**src/rtl/jtag_host_pkg.sv**
```systemverilog
// Shared types for the JTAG host shifter: command opcodes, the TAP state
// encoding used by the host-side tracker, and the sequencer state encoding.
package jtag_host_pkg;

  // Number of TMS=1 bits that force any TAP into Test-Logic-Reset.
  localparam int RESET_TMS_LEN = 5;

  typedef enum logic [1:0] {
    CMD_RESET = 2'b00,
    CMD_IR    = 2'b01,
    CMD_DR    = 2'b10,
    CMD_NOP   = 2'b11
  } cmd_op_e;

  typedef enum logic [3:0] {
    TAP_TLR,      TAP_RTI,
    TAP_SEL_DR,   TAP_CAP_DR,   TAP_SHIFT_DR, TAP_EXIT1_DR,
    TAP_PAUSE_DR, TAP_EXIT2_DR, TAP_UPD_DR,
    TAP_SEL_IR,   TAP_CAP_IR,   TAP_SHIFT_IR, TAP_EXIT1_IR,
    TAP_PAUSE_IR, TAP_EXIT2_IR, TAP_UPD_IR
  } tap_state_e;

  typedef enum logic [2:0] {
    ST_IDLE, ST_RST_SEQ, ST_NAV_IN, ST_SHIFT, ST_NAV_OUT, ST_RESP
  } host_state_e;

  // TAP controller transition taken on a TCK rising edge.
  function automatic tap_state_e tap_next(input tap_state_e s, input logic tms);
    tap_state_e n;
    case (s)
      TAP_TLR:      n = tms ? TAP_TLR      : TAP_RTI;
      TAP_RTI:      n = tms ? TAP_SEL_DR   : TAP_RTI;
      TAP_SEL_DR:   n = tms ? TAP_SEL_IR   : TAP_CAP_DR;
      TAP_CAP_DR:   n = tms ? TAP_EXIT1_DR : TAP_SHIFT_DR;
      TAP_SHIFT_DR: n = tms ? TAP_EXIT1_DR : TAP_SHIFT_DR;
      TAP_EXIT1_DR: n = tms ? TAP_UPD_DR   : TAP_PAUSE_DR;
      TAP_PAUSE_DR: n = tms ? TAP_EXIT2_DR : TAP_PAUSE_DR;
      TAP_EXIT2_DR: n = tms ? TAP_UPD_DR   : TAP_SHIFT_DR;
      TAP_UPD_DR:   n = tms ? TAP_SEL_DR   : TAP_RTI;
      TAP_SEL_IR:   n = tms ? TAP_TLR      : TAP_CAP_IR;
      TAP_CAP_IR:   n = tms ? TAP_EXIT1_IR : TAP_SHIFT_IR;
      TAP_SHIFT_IR: n = tms ? TAP_EXIT1_IR : TAP_SHIFT_IR;
      TAP_EXIT1_IR: n = tms ? TAP_UPD_IR   : TAP_PAUSE_IR;
      TAP_PAUSE_IR: n = tms ? TAP_EXIT2_IR : TAP_PAUSE_IR;
      TAP_EXIT2_IR: n = tms ? TAP_UPD_IR   : TAP_SHIFT_IR;
      TAP_UPD_IR:   n = tms ? TAP_SEL_DR   : TAP_RTI;
      default:      n = TAP_TLR;
    endcase
    return n;
  endfunction

endpackage

```
**src/rtl/jtag_tck_gen.sv**
```systemverilog
// TCK generator: divides clk while run is high; strobes mark the clk edge on
// which tck will rise or fall so the sequencer can act on the same edge.
module jtag_tck_gen #(
  parameter int CLK_DIV = 2
) (
  input  logic clk,
  input  logic rst,
  input  logic run,
  output logic tck,
  output logic rise_stb,
  output logic fall_stb
);

  localparam int CW = (CLK_DIV > 1) ? $clog2(CLK_DIV) : 1;
  localparam logic [CW-1:0] TERM = CW'(CLK_DIV - 1);

  logic [CW-1:0] cnt_q, cnt_d;
  logic          tck_q, tck_d;
  logic          term;

  assign term     = run && (cnt_q == TERM);
  assign rise_stb = term && !tck_q;
  assign fall_stb = term && tck_q;
  assign tck      = tck_q;

  // Half-period counter; tck parks low whenever the sequencer is not running.
  always_comb begin
    cnt_d = cnt_q;
    tck_d = tck_q;
    if (!run) begin
      cnt_d = '0;
      tck_d = 1'b0;
    end else if (term) begin
      cnt_d = '0;
      tck_d = !tck_q;
    end else begin
      cnt_d = cnt_q + CW'(1);
    end
  end

  // Divider state registers.
  always_ff @(posedge clk or posedge rst) begin
    if (rst) begin
      cnt_q <= '0;
      tck_q <= 1'b0;
    end else begin
      cnt_q <= cnt_d;
      tck_q <= tck_d;
    end
  end

endmodule

```
**src/rtl/jtag_host_shifter.sv**
```systemverilog
// JTAG host: runs RESET / IR scan / DR scan commands against a TAP, starting
// and ending in Run-Test/Idle, and returns the TDO bits captured in Shift.
module jtag_host_shifter
  import jtag_host_pkg::*;
#(
  parameter int CLK_DIV = 2,
  parameter int DATA_W  = 32,
  parameter int LEN_W   = 6
) (
  input  logic              clk,
  input  logic              rst,
  input  logic              cmd_valid,
  output logic              cmd_ready,
  input  logic [1:0]        cmd_op,
  input  logic [LEN_W-1:0]  cmd_len,
  input  logic [DATA_W-1:0] cmd_data,
  output logic              rsp_valid,
  input  logic              rsp_ready,
  output logic [DATA_W-1:0] rsp_data,
  output logic              tck,
  output logic              tms,
  output logic              tdi,
  input  logic              tdo
);

  localparam logic [LEN_W-1:0] ONE   = LEN_W'(1);
  localparam logic [LEN_W-1:0] LMAX  = LEN_W'(DATA_W);
  localparam logic [LEN_W-1:0] RSTN  = LEN_W'(RESET_TMS_LEN);

  host_state_e       state_q, state_d;
  cmd_op_e           op_q, op_d;
  logic [LEN_W-1:0]  len_q, len_d;
  logic [LEN_W-1:0]  idx_q, idx_d;
  logic [DATA_W-1:0] sh_q, sh_d;
  logic [DATA_W-1:0] mask_q, mask_d;
  logic [DATA_W-1:0] rsp_data_q, rsp_data_d;
  logic              tms_q, tms_d;
  logic              tdi_q, tdi_d;
  logic              cmd_ready_q, cmd_ready_d;
  logic              rsp_valid_q, rsp_valid_d;
  tap_state_e        tap_q, tap_d;
  logic              tap_known_q, tap_known_d;

  logic              run, rise_stb, fall_stb;
  logic [LEN_W-1:0]  nav_last;
  cmd_op_e           in_op;

  // Zero-length scans shift one bit; over-long scans clip to the bus width.
  function automatic logic [LEN_W-1:0] sat_len(input logic [LEN_W-1:0] l);
    if (l == '0)  return ONE;
    if (l > LMAX) return LMAX;
    return l;
  endfunction

  assign run      = (state_q == ST_RST_SEQ) || (state_q == ST_NAV_IN) ||
                    (state_q == ST_SHIFT)   || (state_q == ST_NAV_OUT);
  assign nav_last = (op_q == CMD_IR) ? LEN_W'(3) : LEN_W'(2);
  assign in_op    = cmd_op_e'(cmd_op);

  jtag_tck_gen #(.CLK_DIV(CLK_DIV)) u_tck (
    .clk      (clk),
    .rst      (rst),
    .run      (run),
    .tck      (tck),
    .rise_stb (rise_stb),
    .fall_stb (fall_stb)
  );

  // Sequencer: TMS/TDI advance on falling TCK, TDO is captured on rising TCK.
  always_comb begin
    state_d     = state_q;
    op_d        = op_q;
    len_d       = len_q;
    idx_d       = idx_q;
    sh_d        = sh_q;
    mask_d      = mask_q;
    rsp_data_d  = rsp_data_q;
    tms_d       = tms_q;
    tdi_d       = tdi_q;
    cmd_ready_d = cmd_ready_q;
    rsp_valid_d = rsp_valid_q;
    tap_d       = tap_q;
    tap_known_d = tap_known_q;

    case (state_q)
      ST_IDLE: begin
        cmd_ready_d = 1'b1;
        if (cmd_valid && cmd_ready_q) begin
          cmd_ready_d = 1'b0;
          op_d        = in_op;
          len_d       = sat_len(cmd_len);
          sh_d        = cmd_data;
          mask_d      = DATA_W'(1);
          rsp_data_d  = '0;
          idx_d       = '0;
          tdi_d       = 1'b0;
          if (in_op == CMD_NOP) begin
            state_d     = ST_RESP;
            rsp_valid_d = 1'b1;
          end else if (in_op == CMD_RESET || !tap_known_q) begin
            // Unknown TAP state: force Test-Logic-Reset before any scan.
            state_d = ST_RST_SEQ;
            tms_d   = 1'b1;
          end else begin
            state_d = ST_NAV_IN;
            tms_d   = 1'b1;
          end
        end
      end
      ST_RST_SEQ: if (fall_stb) begin
        if (idx_q == RSTN) begin
          idx_d = '0;
          if (op_q == CMD_RESET) begin
            state_d     = ST_RESP;
            rsp_valid_d = 1'b1;
            tms_d       = 1'b0;
          end else begin
            state_d = ST_NAV_IN;
            tms_d   = 1'b1;
          end
        end else begin
          idx_d = idx_q + ONE;
          tms_d = (idx_q + ONE) < RSTN;
        end
      end
      ST_NAV_IN: if (fall_stb) begin
        if (idx_q == nav_last) begin
          state_d = ST_SHIFT;
          idx_d   = '0;
          tms_d   = (len_q == ONE);
          tdi_d   = sh_q[0];
        end else begin
          idx_d = idx_q + ONE;
          tms_d = (op_q == CMD_IR) && (idx_q == '0);
        end
      end
      ST_SHIFT: begin
        if (rise_stb) rsp_data_d = rsp_data_q | (mask_q & {DATA_W{tdo}});
        if (fall_stb) begin
          mask_d = mask_q << 1;
          if (idx_q == len_q - ONE) begin
            state_d = ST_NAV_OUT;
            idx_d   = '0;
            tms_d   = 1'b1;
            tdi_d   = 1'b0;
          end else begin
            idx_d = idx_q + ONE;
            sh_d  = sh_q >> 1;
            tdi_d = sh_q[1];
            tms_d = (idx_q + LEN_W'(2)) == len_q;
          end
        end
      end
      ST_NAV_OUT: if (fall_stb) begin
        tms_d = 1'b0;
        if (idx_q == ONE) begin
          state_d     = ST_RESP;
          rsp_valid_d = 1'b1;
        end else begin
          idx_d = ONE;
        end
      end
      ST_RESP: if (rsp_ready) begin
        rsp_valid_d = 1'b0;
        cmd_ready_d = 1'b1;
        state_d     = ST_IDLE;
      end
      default: state_d = ST_IDLE;
    endcase

    // Host-side TAP tracker; the fifth TMS=1 pins it to Test-Logic-Reset.
    if (rise_stb) begin
      tap_d = tap_next(tap_q, tms_q);
      if (state_q == ST_RST_SEQ && idx_q == RSTN - ONE) begin
        tap_d       = TAP_TLR;
        tap_known_d = 1'b1;
      end
    end
  end

  // Sequencer registers; reset parks outputs and forgets the TAP state.
  always_ff @(posedge clk or posedge rst) begin
    if (rst) begin
      state_q     <= ST_IDLE;
      op_q        <= CMD_NOP;
      len_q       <= '0;
      idx_q       <= '0;
      sh_q        <= '0;
      mask_q      <= '0;
      rsp_data_q  <= '0;
      tms_q       <= 1'b1;
      tdi_q       <= 1'b0;
      cmd_ready_q <= 1'b0;
      rsp_valid_q <= 1'b0;
      tap_q       <= TAP_TLR;
      tap_known_q <= 1'b0;
    end else begin
      state_q     <= state_d;
      op_q        <= op_d;
      len_q       <= len_d;
      idx_q       <= idx_d;
      sh_q        <= sh_d;
      mask_q      <= mask_d;
      rsp_data_q  <= rsp_data_d;
      tms_q       <= tms_d;
      tdi_q       <= tdi_d;
      cmd_ready_q <= cmd_ready_d;
      rsp_valid_q <= rsp_valid_d;
      tap_q       <= tap_d;
      tap_known_q <= tap_known_d;
    end
  end

  assign tms       = tms_q;
  assign tdi       = tdi_q;
  assign cmd_ready = cmd_ready_q;
  assign rsp_valid = rsp_valid_q;
  assign rsp_data  = rsp_data_q;

endmodule

```
**config.mk**
```make
export PLATFORM = sky130hd
export DESIGN_NAME = jtag_host_shifter
export DESIGN_NICKNAME = d
export VERILOG_FILES = /design/src/rtl/jtag_host_pkg.sv /design/src/rtl/jtag_tck_gen.sv /design/src/rtl/jtag_host_shifter.sv
export SDC_FILE = /design/constraint.sdc
export NUM_CORES = 1
export LEC_CHECK = 0
export CAP_MARGIN = 30
export CORE_MARGIN = 2
export CORE_UTILIZATION = 30
export CTS_CLUSTER_SIZE = 14
export DETAILED_ROUTE_END_ITERATION = 10
export SKIP_CTS_REPAIR_TIMING = 1
export SLEW_MARGIN = 10
export SYNTH_ARGS = -nofsm -noshare
export SYNTH_HDL_FRONTEND = slang
export SYNTH_SLANG_ARGS = --single-unit
```
**constraint.sdc**
```tcl
create_clock -name clk -period 5.9 [get_ports clk]
set_input_delay 1.18 -clock clk [delete_from_list [all_inputs] [get_ports clk]]
set_output_delay 1.18 -clock clk [all_outputs]
set_load 0.03 [all_outputs]
```
== After elaboration in Yosys (flattened, before gate mapping) ==
Cells that the tools add are included.

* Add/subtract/negate cells: 4
* Order comparisons: 2
* Eq/ne operators: 31
* Mux-type cells: 79
* Bitwise operators: 2
* Reduce and logical (&&, ||, !) cells: 33

{| class="wikitable"
|+ Operators by type and width
! cell !! count
|-
| $mux 32 || 7
|-
| $pmux 32 s2 || 3
|-
| $mux 6 || 13
|-
| $mux 1 || 37
|-
| $mux 3 || 12
|-
| $and 32x32->32 || 1
|-
| $or 32x32->32 || 1
|-
| $pmux 6 s5 || 1
|-
| $ne 2x2->1 const B || 12
|-
| $pmux 3 s6 || 1
|-
| $reduce_and 7->1 || 2
|-
| $eq 6x1->1 const B || 2
|-
| $eq 6x3->1 const B || 2
|-
| $eq 6x6->1 || 2
|-
| $logic_not 6->1 || 2
|-
| $ne 2x1->1 const B || 5
|-
| $reduce_and 10->1 || 1
|-
| $reduce_and 9->1 || 1
|-
| $add 6x1->6 const B || 1
|-
| $add 6x2->6 const B || 1
|-
| $eq 3x2->1 const B || 2
|-
| $eq 3x3->1 const B || 2
|-
| $eq 6x2->1 || 1
|-
| $gt 6x6->1 const B || 1
|-
| 24 further kinds || 38
|}

* Flip-flop bits (word level): 120
* Bits of input ports: 45

== Logic depth before layout (Yosys ltp) ==
Gate-level depths: netlist (run 1).

* Word-level depth: 9
* Mapped depth: 9
* Mapped depth without buffers: 8

== Cells and area by module ==
From an unflattened synthesis (run 1), not the netlist that was laid out.

* Cell total of the unflattened synthesis: 575
* Area, all modules: 5880.6 µm²

{| class="wikitable"
|+ By module, submodules not included
! module !! instances !! cells each !! area an instance (µm²) !! seq. area each (µm²)
|-
| jtag_host_shifter || 1 || 566 || 5788.1 || 2956.6
|-
| jtag_tck_gen || 1 || 9 || 92.6 || 50.0
|}

== Worst setup path before layout (run 1) ==
No wires, ideal clock.

* Kind: input to register
* Start point: in rsp_ready
* End point: reg state_q[0]
* Data arrival time: 2.346 ns
* Data required time: 5.782 ns
* Slack: 3.436 ns
* Stages: 6
* Buffers on the path: 0
* Path through: and3b_1 -> o21ai_0 -> o2111a_1 -> a21bo_2 -> a221o_1 -> a21o_1

* Longest elaborated chain between the ends: 2

{| class="wikitable"
|+ Ends and longest elaborated chain
! element !! RTL line !! RTL
|-
| from (decl) || jtag_host_shifter.sv:18 || <nowiki>input logic rsp_ready,</nowiki>
|-
| $ne 2x2->1 (no line) || n/a ||
|-
| $reduce_and 10->1 (no line) || n/a ||
|-
| to (signal assigned) || jtag_host_shifter.sv:198 || <nowiki>state_q <= state_d;</nowiki>
|-
| to (decl) || jtag_host_shifter.sv:30 || <nowiki>host_state_e state_q, state_d;</nowiki>
|}

Every way passes these cells.
A chain may end at the register's enable or synchronous reset.

== Final worst setup path (run 1) ==
* Start point: reg state_q[0]
* End point: reg sh_q[17]

* Longest elaborated chain between the ends: 8
* Elaborated cells on any way between the ends: 16

{| class="wikitable"
|+ Ends and longest elaborated chain
! element !! RTL line !! RTL
|-
| $eq 3x1->1 / $eq 3x2->1 (equally long branches) || jtag_host_shifter.sv:55 || <nowiki>assign run = (state_q == ST_RST_SEQ) || (state_q == ST_NAV_IN) ||</nowiki>
|-
| $logic_or 1x1->1 (2 in a row) || jtag_host_shifter.sv:55 ||
|-
| $logic_or 1x1->1 || jtag_host_shifter.sv:56 || <nowiki>(state_q == ST_SHIFT) || (state_q == ST_NAV_OUT);</nowiki>
|-
| $logic_and 1x1->1 || jtag_tck_gen.sv:21 || <nowiki>assign term = run && (cnt_q == TERM);</nowiki>
|-
| $logic_and 1x1->1 || jtag_tck_gen.sv:23 || <nowiki>assign fall_stb = term && tck_q;</nowiki>
|-
| $ne 2x2->1 (no line) || n/a ||
|-
| $reduce_and 4->1 (no line) || n/a ||
|-
| to (signal assigned) || jtag_host_shifter.sv:188 || <nowiki>sh_q <= '0;</nowiki>
|-
| to (signal assigned) || jtag_host_shifter.sv:202 || <nowiki>sh_q <= sh_d;</nowiki>
|-
| to (decl) || jtag_host_shifter.sv:34 || <nowiki>logic [DATA_W-1:0] sh_q, sh_d;</nowiki>
|}

Several ways; a longest one is shown, not always the timed one.

==> summary.md, run 1 <==
| Metric | Value |
|---|---|
| First-pass GRT wire length | `24.83 mm` |
| Hold Crit Class | `reg -> reg` |
| Worst Skew | `~0.0096 ns` |
| Final Hold Vio Count | `0` |
| Clock latency on the worst-skew pair | `~0.42 ns` |
| Wire per inst | `around 15 um` |
| Top_reg_cell synth | `dfrtp_1` |
| Max Cap Viol | `0` |
| Clock buffer count from CTS | `17` |
| CP endpoint kind | `flip-flop` |
| Fill count | `roughly 2000` |
| Hold Path Origin | `op_q[1]` |
| Internal power | `between 2 and 3 mW` |
| Via/cell ratio | `4.728` |
| Drt first pass iters | `5` |
| FP Rows | `slightly above 50` |
| Clock Pin Slew Worst Setup and Hold Paths | `approximately 0.05 ns` |
| FF-to-FF End | `sh_q[17]` |
| Chip Width | `145.7 um` |
| Syn_nets | `698` |
| Hold endpoint | `op_q[1]` |
| Reg2Reg Setup Slack | `2.17 ns` |
| CP Data Required Time | `slightly above 6 ns` |
| Vias in the first global route | `between 4000 and 5000` |
| Sequential cell area | `~0.0030 mm2` |
| Largest net degree at the start of global routing | `64` |
| CTS sink cnt | `120` |
| Yosys warns | `0` |
| Slew at the pin with the worst max-slew slack | `0.8653 ns` |
| Register area share after synthesis | `0.4989` |
| Initial antenna violation count | `0` |
| Clk buf depth | `2` |
| Synth-to-Final Area Change | `27.96%` |
| Antenna Diode Count | `0` |
| Crit Path Class | `reg -> reg` |
| Number of synthesized flops with an enable pin | `0` |
| Largest stage delay, worst path | `a little under 0.8 ns` |
| Total number of vias | `between 4000 and 5000` |
| Layout Nets | `approximately 770` |
| Worst Hold Path Cells | `2` |
| Combinational Power Share | `0.407` |
| CP max FO | `63` |
| Most frequent cells in the layout | `178 x nand2_1, 117 x dfrtp_1, 81 x clkdlybuf4s50_1` |
| Core ar. | `roughly 0.020 mm2` |
| Layout cells sized above 1 | `0.1192` |
| Fin crit share | `0.6314` |
| Slowest CP cell | `dfrtp_1` |
| Yosys reg bits | `120` |
| Post-Route Setup TNS | `0 ns` |
| Synth unique cells | `between 60 and 70` |
| Startpoint types | `flip-flop` |
| Leakage dissipation | `between 3 and 4 nW` |
| Sw Pwr | `1.664 mW` |
| Post-route DRC violation count | `0` |
| Final Setup Violations | `0` |
| Critical-path cell list | `nor3_1 -> nand3b_1 -> nor2_4 -> buf_4 -> inv_1 -> o21ai_4 -> buf_4 -> mux2_4` |
| Fmax | `268.4 MHz` |
| Drt first-iter violations | `between 300 and 400` |
| WP data arrival | `~4 ns` |
| Initial Utilization | `0.3077` |
| IO buf count | `81` |
| Post-route antenna net violation count | `0` |
| Total GRT Usage | `0.1449` |
| RSZ-0062 raised after global routing | `false` |
| Reg2reg start | `state_q[0]` |
| Synthesized area per cell | `9.315 um2` |
| CTS tree | `done` |
| H-tree depth | `4` |
| Die height | `about 150 um` |
| Final Critical Period | `around 3.7 ns` |
| Most frequent CP cell | `buf_4` |
| # IOs | `roughly 80` |
| Max VDD drop | `roughly 0.00028 V` |
| Pins over their slew limit | `0` |
| Inst Count DP | `between 900 and 1000` |
| CTS Root Cell | `clkbuf_16` |
| GPL Wtd Cong | `0.8502` |
| Post-Synthesis Cells | `between 600 and 700` |
| GR Overflow Total | `0` |
| Commonest non-fill, non-tap cell in the layout | `nand2_1` |
| Worst path bufs/invs | `3` |
| CP top delay family | `buffers and inverters` |
| DRT Wirelength | `around 15 mm` |
| Flop pwr share | `0.349` |
| R2r worst-path depth | `8` |
| Clock Power Share | `0.244` |
| Multi-input gate area | `between 0.002 and 0.003 mm2` |
| Final Total Pwr | `roughly 4.4 mW` |
| Status | `finished clean` |
| Fin cells | `~1000` |
| Die ar. | `roughly 0.021 mm2` |
| Mapped Area | `about 0.0060 mm2` |
| Final HPWL DP | `between 9 and 10 mm` |
| Slew margin rel. | `0.4209` |
| Pwr per Cell Area | `567.9 mW/mm2` |
| Switching Share | `0.3800` |
| Asr flop ratio synth | `1.000` |
## state kept, by name, summed over array words and instances (netlist names)
name,flops
mask_q,32
rsp_data,32
sh_q,32
idx_q,6
len_q,6
state_q,3
op_q,2
cmd_ready,1
rsp_valid,1
tap_known_q,1
tdi,1
tms,1
u_tck.cnt_q,1
u_tck.tck,1
## per-stage QoR
step | cell area [um2] | util | setup slack, ns | hold slack, ns
after global routing | 7712 | 0.3937 | 1.789 | 0.4897
after floorplan | 6027 | - | 1.539 | 0.4289
after global placement | 7049 | 0.3598 | 2.300 | 0.4559
after detailed placement | 7104 | 0.3626 | 2.164 | 0.4599
final | 7712 | 0.3937 | 2.175 | 0.4686
after CTS | 7712 | 0.3937 | 2.134 | 0.4695
## cells by family after synthesis
group / after synthesis / synth area share
flops: 120 / 0.4989
xor+xnor: 13 / 0.01889
simple gates: 289 / 0.2086
mux: 34 / 0.08013
compound gates: 131 / 0.1397
fa+ha+maj: 6 / 0.01246
buf+inv: 54 / 0.04131
## cell usage after synthesis (all sizes together) (5+ instances only)
cell type,number,share of area
nand2b,7,0.0073
a21oi,43,0.036
inv,14,0.0087
clkbuf,23,0.014
o21ai,43,0.038
buf,17,0.018
nand3b,6,0.0075
xnor2,6,0.0087
a31oi,5,0.0052
nor3,7,0.0066
a211oi,5,0.0071
and3,5,0.0052
nand2,178,0.11
nand3,5,0.0042
o22ai,5,0.0052
mux2,30,0.073
xor2,7,0.010
dfrtp,117,0.49
nor2,55,0.035
ha,6,0.012
## worst register-to-register path: cells and delay by family (launching register included)
family / cells / cell delay [ns]
flops: 1 / 0.77
compound gates: 1 / 0.73
buf+inv: 3 / 1.06
simple gates: 3 / 0.72
mux: 1 / 0.33
## routing by layer
| layer | share of wire | global-route usage | routed length [um] |
|---|---|---|---|
| met1 | 0.47 | 0.1982 | 7010 |
| met2 | 0.47 | 0.2252 | 6921 |
| met5 | 0 | 0 | 0 |
| met4 | 0.0098 | 0.03284 | 146 |
| met3 | 0.051 | 0.04577 | 757 |
## power groups by stage
stage,sequential (mW),clock [mW],combinational [mW]
floorplan,1.67,0,1.06
global placement,1.53,0,1.76
detailed placement,1.53,0,1.79
CTS,1.53,1.10,1.80
global route,1.58,1.14,1.96
finish,1.53,1.07,1.78
## worst max path at each step
stage | start | depth (start not counted) | to | slack (ns)
global placement | state_q[0] | 8 | sh_q[19] | 2.30
floorplan | rst | 1 | cmd_ready | 1.54
CTS | state_q[0] | 8 | sh_q[13] | 2.13
detailed placement | state_q[0] | 8 | sh_q[13] | 2.16
global route | state_q[0] | 8 | sh_q[10] | 1.79
finish | state_q[0] | 8 | sh_q[17] | 2.17
## final cells by class
| class | count | share of cell area |
|---|---|---|
| Clock inverter | 7 | 0.01509 |
| Multi-Input combinational cell | 473 | 0.3602 |
| Inverter | 14 | 0.007138 |
| Sequential cell | 120 | 0.3898 |
| Clock buffer | 24 | 0.06376 |
| Tap cell | 265 | 0.04299 |
| Timing Repair Buffer | 92 | 0.1210 |
Power figures use the tool's default switching activity.
==> run 2: changes to the inputs <==
==> constraint.sdc (replaced) <==
create_clock -name clk -period 3.2 [get_ports clk]
set_input_delay 0.64 -clock clk [delete_from_list [all_inputs] [get_ports clk]]
set_output_delay 0.64 -clock clk [all_outputs]
set_load 0.03 [all_outputs]
==> run 2 against run 1 <==
Compared with the run above: power up 83%; via count down 0.77%; sequential power up 82%; count of clock-buffer cells in the layout down 3; hold slack worse by 0.0039 ns; first-iteration DRC count down 8.5%; die area unchanged; design area down 0.26%.
==> summary.md, run 2 (synthesized netlist as in run 1, its figures left out) <==
| Metric | Value |
|---|---|
| Status | `finished clean` |
| GR Overflow Total | `0 (unchanged)` |
| CP Data Required Time | `3.49 ns (-2.71 ns)` |
| Largest net degree at the start of global routing | `78 (+22%)` |
| Synth-to-Final Area Change | `27.63%` |
| Clock Pin Slew Worst Setup and Hold Paths | `0.05 ns (about the same)` |
| Chip Width | `145.7 um (unchanged)` |
| Pins over their slew limit | `0 (unchanged)` |
| Total number of vias | `4668 (-0.77%)` |
| CTS Root Cell | `clkbuf_16` |
| Slew margin rel. | `0.6169 (+0.1960)` |
| Crit Path Class | `reg -> reg` |
| Commonest non-fill, non-tap cell in the layout | `nand2_1` |
| RSZ-0062 raised after global routing | `false` |
| Drt first pass iters | `4 (-1)` |
| GPL Wtd Cong | `0.7927 (-6.8%)` |
| Post-route antenna net violation count | `0 (unchanged)` |
| CTS sink cnt | `120 (unchanged)` |
| Clk buf depth | `2 (unchanged)` |
| FP Rows | `51 (unchanged)` |
| First-pass GRT wire length | `24.20 mm (-2.5%)` |
| Multi-input gate area | `0.002778 mm2 (unchanged)` |
| CTS tree | `done` |
| Fill count | `1959 (-0.81%)` |
| Final Total Pwr | `8.019 mW (+83%)` |
| Pwr per Cell Area | `1042 mW/mm2 (+84%)` |
| Fmax | `396.4 MHz (+48%)` |
| Vias in the first global route | `4695 (-0.91%)` |
| CP max FO | `32 (-49%)` |
| Final Hold Vio Count | `0 (unchanged)` |
| Max Cap Viol | `0 (unchanged)` |
| Die height | `145.7 um (unchanged)` |
| Wire per inst | `14.59 um (-2.2%)` |
| Fin crit share | `0.7884 (+0.1570)` |
| H-tree depth | `4 (unchanged)` |
| Final Critical Period | `2.523 ns (-1.202 ns)` |
| Post-route DRC violation count | `0 (unchanged)` |
| Core ar. | `0.01959 mm2 (unchanged)` |
| Layout Nets | `769 (unchanged)` |
| Clock buffer count from CTS | `17 (unchanged)` |
| Hold Crit Class | `reg -> reg` |
| Drt first-iter violations | `335 (-8.5%)` |
| Layout cells sized above 1 | `0.1209 (+0.001701)` |
| Max VDD drop | `0.0005483 V (+94%)` |
| Antenna Diode Count | `0 (unchanged)` |
| Slew at the pin with the worst max-slew slack | `0.5734 ns (-0.2919 ns)` |
| Final HPWL DP | `9.367 mm (-4.4%)` |
| Initial Utilization | `0.3077 (unchanged)` |
| Sequential cell area | `0.003007 mm2 (unchanged)` |
| WP data arrival | `2.81 ns (-1.21 ns)` |
| Total GRT Usage | `0.1415 (-0.003458)` |
| Worst Skew | `0.01015 ns (+0.0005869 ns)` |
| CP endpoint kind | `flip-flop` |
| Die ar. | `0.02124 mm2 (unchanged)` |
| DRT Wirelength | `14.49 mm (-2.4%)` |
| Final Setup Violations | `0 (unchanged)` |
| Most frequent cells in the layout | `178 x nand2_1, 117 x dfrtp_1, 81 x clkdlybuf4s50_1` |
| Initial antenna violation count | `0 (unchanged)` |
| Via/cell ratio | `4.701 (-0.57%)` |
| # IOs | `82 (unchanged)` |
| Startpoint types | `flip-flop` |
| Fin util | `0.3927 (-0.001022)` |
| IO buf count | `81 (unchanged)` |
| Leakage dissipation | `3.406 nW (-0.30%)` |
| Clock latency on the worst-skew pair | `0.41 ns (about the same)` |
| Post-Route Setup TNS | `0 ns (unchanged)` |
run 2: cell count changes in the layout (fill, tap and decap cells not counted), sizes merged:
cell / previous run / this run
clkinv: 3 / 4
clkbuf: 24 / 21
inv: 14 / 13
clkinvlp: 1 / 2
run 2: critical path, cell delays in order (launching register included):
cell and delay [ns]:
dfrtp_1 0.42, inv_1 0.11, ha_1 0.21, nand2b_1 0.12, a21boi_0 0.10, o311ai_2 0.42, o21ba_4 0.23, o21ai_4 0.14
buf_12 0.26, mux2_2 0.37
run 2: where the power goes:
| part | internal [mW] | switching [mW] |
|---|---|---|
| clock | 1.29 | 0.664 |
| sequential | 2.22 | 0.554 |
| combinational | 1.48 | 1.81 |
| total | 4.99 | 3.02 |
run 2: routing by layer:
layer	track usage	wire length, um	vias to the layer above
li1	-	-	2332
met1	0.1889	6810	2244
met2	0.2198	6729	79
met3	0.04483	796	13
met4	0.04314	150	0
met5	0	0	-
run 2: cell type report:
cell class | instances | area share
repair buffers | 92 | 0.1194
clock inverters | 8 | 0.01578
inverters | 14 | 0.007319
well taps | 265 | 0.04310
flip-flops and latches | 120 | 0.3909
clock buffers | 21 | 0.06246
multi-input cells | 473 | 0.3611
run 2: per-stage QoR:
stage                     instances  setup slack (ns)  hold WS [ns]  area (um2)
after CTS                       993            0.7068        0.4664        7692
after global routing            993            0.5385        0.5005        7692
final                           993            0.6773        0.4647        7692
after floorplan                 647            0.9546        0.4289        6031
after global placement          964            0.6529        0.4546        7091
after detailed placement        964            0.6886        0.4585        7091
run 2: final timing paths:
check	from	end	slack, ns	cells after the start
setup / recovery	len_q[0]	sh_q[29]	0.68	9
hold / removal	op_q[0]	op_q[0]	0.46	2
setup reg to reg	len_q[0]	sh_q[29]	0.68	9
hold reg to reg	op_q[0]	op_q[0]	0.46	2
max in group asynchronous	rst	sh_q[27]	1.76	3
min in group asynchronous	rst	len_q[4]	0.65	2
